[config.mk]
export PLATFORM = sky130hd
export DESIGN_NAME = wordle_scorer
export DESIGN_NICKNAME = d
export VERILOG_FILES = /design/src/rtl/wordle_scorer.sv
export SDC_FILE = /design/constraint.sdc
export NUM_CORES = 1
export LEC_CHECK = 0
export BUFFER_PORTS_ARGS = -buffer_cell sky130_fd_sc_hd__buf_2
export CAP_MARGIN = 20
export CORE_MARGIN = 2
export CORE_UTILIZATION = 40
export CTS_CLUSTER_DIAMETER = 40
export DETAILED_ROUTE_END_ITERATION = 10
export PLACE_DENSITY = 0.7
export SYNTH_ARGS = -nofsm -noshare
export SYNTH_HDL_FRONTEND = slang
export SYNTH_SLANG_ARGS = --single-unit
[constraint.sdc]
create_clock -name Clk -period 5.9 [get_ports Clk]
set_clock_uncertainty 0.2 [all_clocks]
set_input_delay 0.885 -clock Clk [delete_from_list [all_inputs] [get_ports Clk]]
set_output_delay 0.885 -clock Clk [all_outputs]
set_load 0.01 [all_outputs]
[src/rtl/wordle_scorer.sv]
// Sequential Wordle guess evaluator: a green pass then a yellow pass over five tiles,
// one tile per cycle, producing registered per-tile colour codes, a win flag and an invalid flag.
module wordle_scorer (
    input  logic        Clk,
    input  logic        reset,
    input  logic        start,
    input  logic [39:0] guess,
    input  logic [39:0] answer,
    output logic        ready,
    output logic        done,
    output logic [9:0]  colors,
    output logic        win,
    output logic        invalid
);

    typedef enum logic [1:0] {IDLE, GREEN, YELLOW, DONE} state_t;

    localparam logic [1:0] TILE_GREY   = 2'b01;
    localparam logic [1:0] TILE_YELLOW = 2'b10;
    localparam logic [1:0] TILE_GREEN  = 2'b11;

    state_t      state;
    logic [2:0]  idx;
    logic [39:0] g_word;
    logic [39:0] a_word;
    logic [4:0]  green;
    logic [4:0]  used;
    logic [9:0]  tiles;

    logic [7:0]  g_cur;
    logic [7:0]  a_cur;
    logic [4:0]  claim;
    logic [1:0]  tile_code;
    logic [9:0]  tiles_next;
    logic        guess_bad;

    function automatic logic [7:0] get_byte(input logic [39:0] w, input logic [2:0] k);
        logic [7:0] b;
        case (k)
            3'd0:    b = w[39:32];
            3'd1:    b = w[31:24];
            3'd2:    b = w[23:16];
            3'd3:    b = w[15:8];
            default: b = w[7:0];
        endcase
        return b;
    endfunction

    function automatic logic is_letter(input logic [7:0] b);
        return (b >= 8'h41) && (b <= 8'h5A);
    endfunction

    assign g_cur = get_byte(g_word, idx);
    assign a_cur = get_byte(a_word, idx);

    // Lowest unclaimed answer position matching the current guess letter; the
    // descending scan lets the lowest index win.
    always_comb begin
        claim = 5'b0;
        for (int j = 4; j >= 0; j--) begin
            if (!used[j] && (get_byte(a_word, j[2:0]) == g_cur)) begin
                claim    = 5'b0;
                claim[j] = 1'b1;
            end
        end
    end

    always_comb begin
        if (green[idx])
            tile_code = TILE_GREEN;
        else if (claim != 5'b0)
            tile_code = TILE_YELLOW;
        else
            tile_code = TILE_GREY;
    end

    always_comb begin
        tiles_next = tiles;
        for (int k = 0; k < 5; k++) begin
            if (idx == k[2:0])
                tiles_next[9-2*k -: 2] = tile_code;
        end
    end

    always_comb begin
        guess_bad = 1'b0;
        for (int k = 0; k < 5; k++) begin
            if (!is_letter(get_byte(g_word, k[2:0])))
                guess_bad = 1'b1;
        end
    end

    always_ff @(posedge Clk or posedge reset) begin
        if (reset) begin
            state   <= IDLE;
            idx     <= 3'd0;
            g_word  <= 40'd0;
            a_word  <= 40'd0;
            green   <= 5'd0;
            used    <= 5'd0;
            tiles   <= 10'd0;
            ready   <= 1'b1;
            done    <= 1'b0;
            colors  <= 10'd0;
            win     <= 1'b0;
            invalid <= 1'b0;
        end else begin
            done <= 1'b0;
            case (state)
                IDLE: begin
                    if (start) begin
                        g_word <= guess;
                        a_word <= answer;
                        green  <= 5'd0;
                        used   <= 5'd0;
                        tiles  <= 10'd0;
                        idx    <= 3'd0;
                        ready  <= 1'b0;
                        state  <= GREEN;
                    end
                end
                GREEN: begin
                    if (g_cur == a_cur) begin
                        green[idx] <= 1'b1;
                        used[idx]  <= 1'b1;
                    end
                    if (idx == 3'd4) begin
                        idx   <= 3'd0;
                        state <= YELLOW;
                    end else begin
                        idx <= idx + 3'd1;
                    end
                end
                YELLOW: begin
                    tiles <= tiles_next;
                    if (!green[idx])
                        used <= used | claim;
                    if (idx == 3'd4) begin
                        idx   <= 3'd0;
                        state <= DONE;
                        done  <= 1'b1;
                        if (guess_bad) begin
                            colors  <= 10'h155;
                            win     <= 1'b0;
                            invalid <= 1'b1;
                        end else begin
                            colors  <= tiles_next;
                            win     <= (tiles_next == 10'h3FF);
                            invalid <= 1'b0;
                        end
                    end else begin
                        idx <= idx + 3'd1;
                    end
                end
                DONE: begin
                    ready <= 1'b1;
                    state <= IDLE;
                end
                default: state <= IDLE;
            endcase
        end
    end

endmodule

==> qor.yml <==
dominantRegCellSynth: "dfrtp_1"
gr-usage-all-layers_pct: 21.6
timing.slew.headroom_pct: 29.4
worst_setup_hold_path_clk_slew_ns: 0.06
critPathLaunchType: "flop"
ctsResizeCount: 0
cts_tree: "yes"
worst_path_most_repeated_cell: "or4_4"
drtAntennaViolNets: 0
setup.reg_to_reg.worst_slack_ns: 1.37
cpMaxStageDelayCell: "ha_1"
setup_slack_ns: 1.37
wirelength_mm: 18.2
insertedDiodeCount: 0
floorplan.initialDensity_pct: 40.8
tritoncts_num_sinks: 119
cts_max_path_buffers: 2
syn-mean-instance-area_um2: 10.8
worstHoldStart: "colors[3]$_DFFE_PP0P_"
drt-wirelength-per-cell_um: 19.8
cap_viol_max_count: 0
hp-class: "flop to flop"
drive_gt1_share_pct: 34.4
cts_made_buffers: 17
critPathCapture: "tiles[8]$_DFFE_PP0P_"
design.portCount: 97
cts_root_buf: "clkbuf_16"
initialDrtViolationCount: 620
synth_nets: 690
syn2layout_area_growth_pct: 19.7
final_hold_viol_count: 0
cts-hold-fix-buffers: 0
routed-via-count: 5334
timing.final.crit_share_pct: 76.8
critical_path.cell_chain: "buf_4, inv_1, ha_1, a22oi_1, a31oi_2, xor2_1, or4_4, or4_4, a21o_2, nor2_2, o41ai_1"
first_pass_grt_wire_length_mm: 29.2
ys_async_sr_fraction_pct: 100
vias_in_the_first_global_route: 5461
final_stage_net_count: 779
cpLargestDelayFamily: "simple AND/OR/NAND/NOR gates"
synthCells: 598
worst-endpoint-arrival_ns: 4.62
synthesis.yosys.warnings: 0
worstSetupPathType: "flop to flop"
dp_hpwl_mm: 13.1
worst_vdd_rail_ir_drop_mv: 0.351
synth-seq-cells: 119
power.static_leakage_nw: 3.33
timing.final.max_slew_violations: 0
setup_tns_ns: 0
timing.critical_path.to_type: "flop"
post-place-ws_ns: 1.51
power.density_cell_area_nw_per_um2: 655
grt_max_degree: 69
time_the_worst_path_needs_with_i_o_delays_and_setup_ns: 4.53
overflow_left_after_global_routing: 0
cp_num_cells: 11
syn-cell-area_um2: 6480
clk_latency_ns: 0.42
outcome: "complete, no violations"
finalSetupViolCount: 0
core.rowCount: 46
yosys.cell_types.count: 66
antenna_found_initial: 0
detail_route.first_pass.iterations: 6
critical_path.max_fanout: 40
timing.hold.ws_ns: 0.281
cpPeakStageDelay_ns: 0.87
seq_area_frac_synth_pct: 46.0
synth_enable_flop_cells: 0
worstMarginPinSlew_ns: 1.06
placement.io_buffers: 96
die_width_um: 131
core-area_um2: 15900
cp_data_required_time_ns: 5.99
setup_repair_after_global_routing_missed_its_margin: "false"
r2r_end: "tiles[8]$_DFFE_PP0P_"
post-cts-setup-buffer-count: 0
cp_num_buf_inv: 2
fp.dieArea_um2: 17200
num-fill-cells: 1483
fmax_ghz: 0.221
dieHeight_um: 131
drc_errors: 0
routed_via_density: 5.82
gpl.final_weighted_congestion: 0.967
htree_num_levels: 4
worst-r2r-cell-count: 11
critical_path.reg2reg.startpoint: "idx[2]$_DFFE_PP0P_"
crit_start: "idx[2]$_DFFE_PP0P_"
## synthesized netlist by cell type (all sizes together) (10+ instances only)
cell type  count  area share [%]
a31oi         17             2.4
xor2          11             1.5
nor2          42             2.5
buf           16             1.3
nand2         39             2.3
nand3         14             1.5
nor2b         12             1.2
inv           21             1.2
xnor2         37             5.0
nor3          10            0.77
a21oi         23             1.8
dfrtp        118              46
a22oi         16             2.3
o21ai         23             1.8
mux2          81              14
clkbuf        15            0.87
## cell type report
type                       count  area, µm²  share of cell area (%)
inverter                      21       81.3                    1.05
clock buffer                  18        439                    5.66
clock inverter                14        176                    2.27
sequential                   119       2980                    38.4
multi-input combinational    427       3290                    42.5
timing repair buffer         101        518                    6.68
tap                          216        270                    3.48
## flip-flops by register name, indices dropped and copies added (netlist names)
| signal | cells |
|---|---|
| a_word | 40 |
| colors | 10 |
| state | 2 |
| tiles | 10 |
| idx | 3 |
| invalid | 1 |
| ready | 1 |
| g_word | 40 |
| used | 5 |
| green | 5 |
| win | 1 |
| done | 1 |
## cell usage in the layout (no fill, tap or decap), types with 12 or more instances in the layout
| cell type | instances |
|---|---|
| mux2_2 | 81 |
| xnor2_1 | 37 |
| dfrtp_1 | 118 |
| clkbuf_16 | 17 |
| a21oi_1 | 23 |
| inv_1 | 19 |
| nor2b_1 | 12 |
| o21ai_0 | 20 |
| nor2_1 | 41 |
| nand2_1 | 38 |
| buf_2 | 96 |
## cell families (layout without fill, tap and decap cells)
kind of cell	Yosys count	in the layout	synth area share, %
mux	82	82	14.2
flops	119	119	46.0
buf+inv	52	154	3.36
simple gates	146	146	11.6
fa+ha+maj	9	9	1.74
compound gates	142	142	16.7
xor+xnor	48	48	6.49
## report_power, final
group / internal, mW / leakage [nW] / total, mW / switching, mW
registers: 1.19 / 1.45 / 1.63 / 0.432
clock network: 0.676 / 0.273 / 1.07 / 0.392
logic: 1.09 / 1.61 / 2.39 / 1.30
total: 2.95 / 3.33 / 5.08 / 2.13
## per-layer routing
| metal | wire [µm] | track usage [%] | up-vias | share of wire, % |
|---|---|---|---|---|
| met4 | 640 | 9.24 | 0 | 3.5 |
| met1 | 7450 | 27.2 | 2624 | 41 |
| li1 | - | - | 2373 | - |
| met3 | 1210 | 4.98 | 52 | 6.6 |
| met5 | 0 | 0 | - | 0 |
| met2 | 8870 | 35.8 | 285 | 49 |
## metrics by stage
stage	instances	total power [mW]	cell area, µm²	utilization (%)
after floorplan	598	3.34	6480	-
after global placement	884	3.87	7140	45.0
after detailed placement	884	3.96	7140	45.0
after CTS	916	5.06	7760	48.8
after global routing	916	5.39	7760	48.8
final	916	5.08	7760	48.8
## worst register-to-register path: cells and delay by family (launching register included)
| kind | cells | cell delay [ns] |
|---|---|---|
| fa+ha+maj | 1 | 0.87 |
| compound gates | 4 | 1.19 |
| buf+inv | 2 | 0.39 |
| flops | 1 | 0.36 |
| xor+xnor | 1 | 0.15 |
| simple gates | 3 | 1.26 |
## how the worst min path moves through the flow
stage	slack, ns	cells after the start	end
2_1_floorplan	0.25	1	green[3]$_DFFE_PP0P_
4_1_cts	0.28	2	colors[3]$_DFFE_PP0P_
5_1_grt	0.31	2	colors[3]$_DFFE_PP0P_
3_5_place_dp	0.27	2	colors[3]$_DFFE_PP0P_
6_report	0.28	2	colors[3]$_DFFE_PP0P_
3_3_place_gp	0.28	1	green[4]$_DFFE_PP0P_
Power figures use the tool's default switching activity.
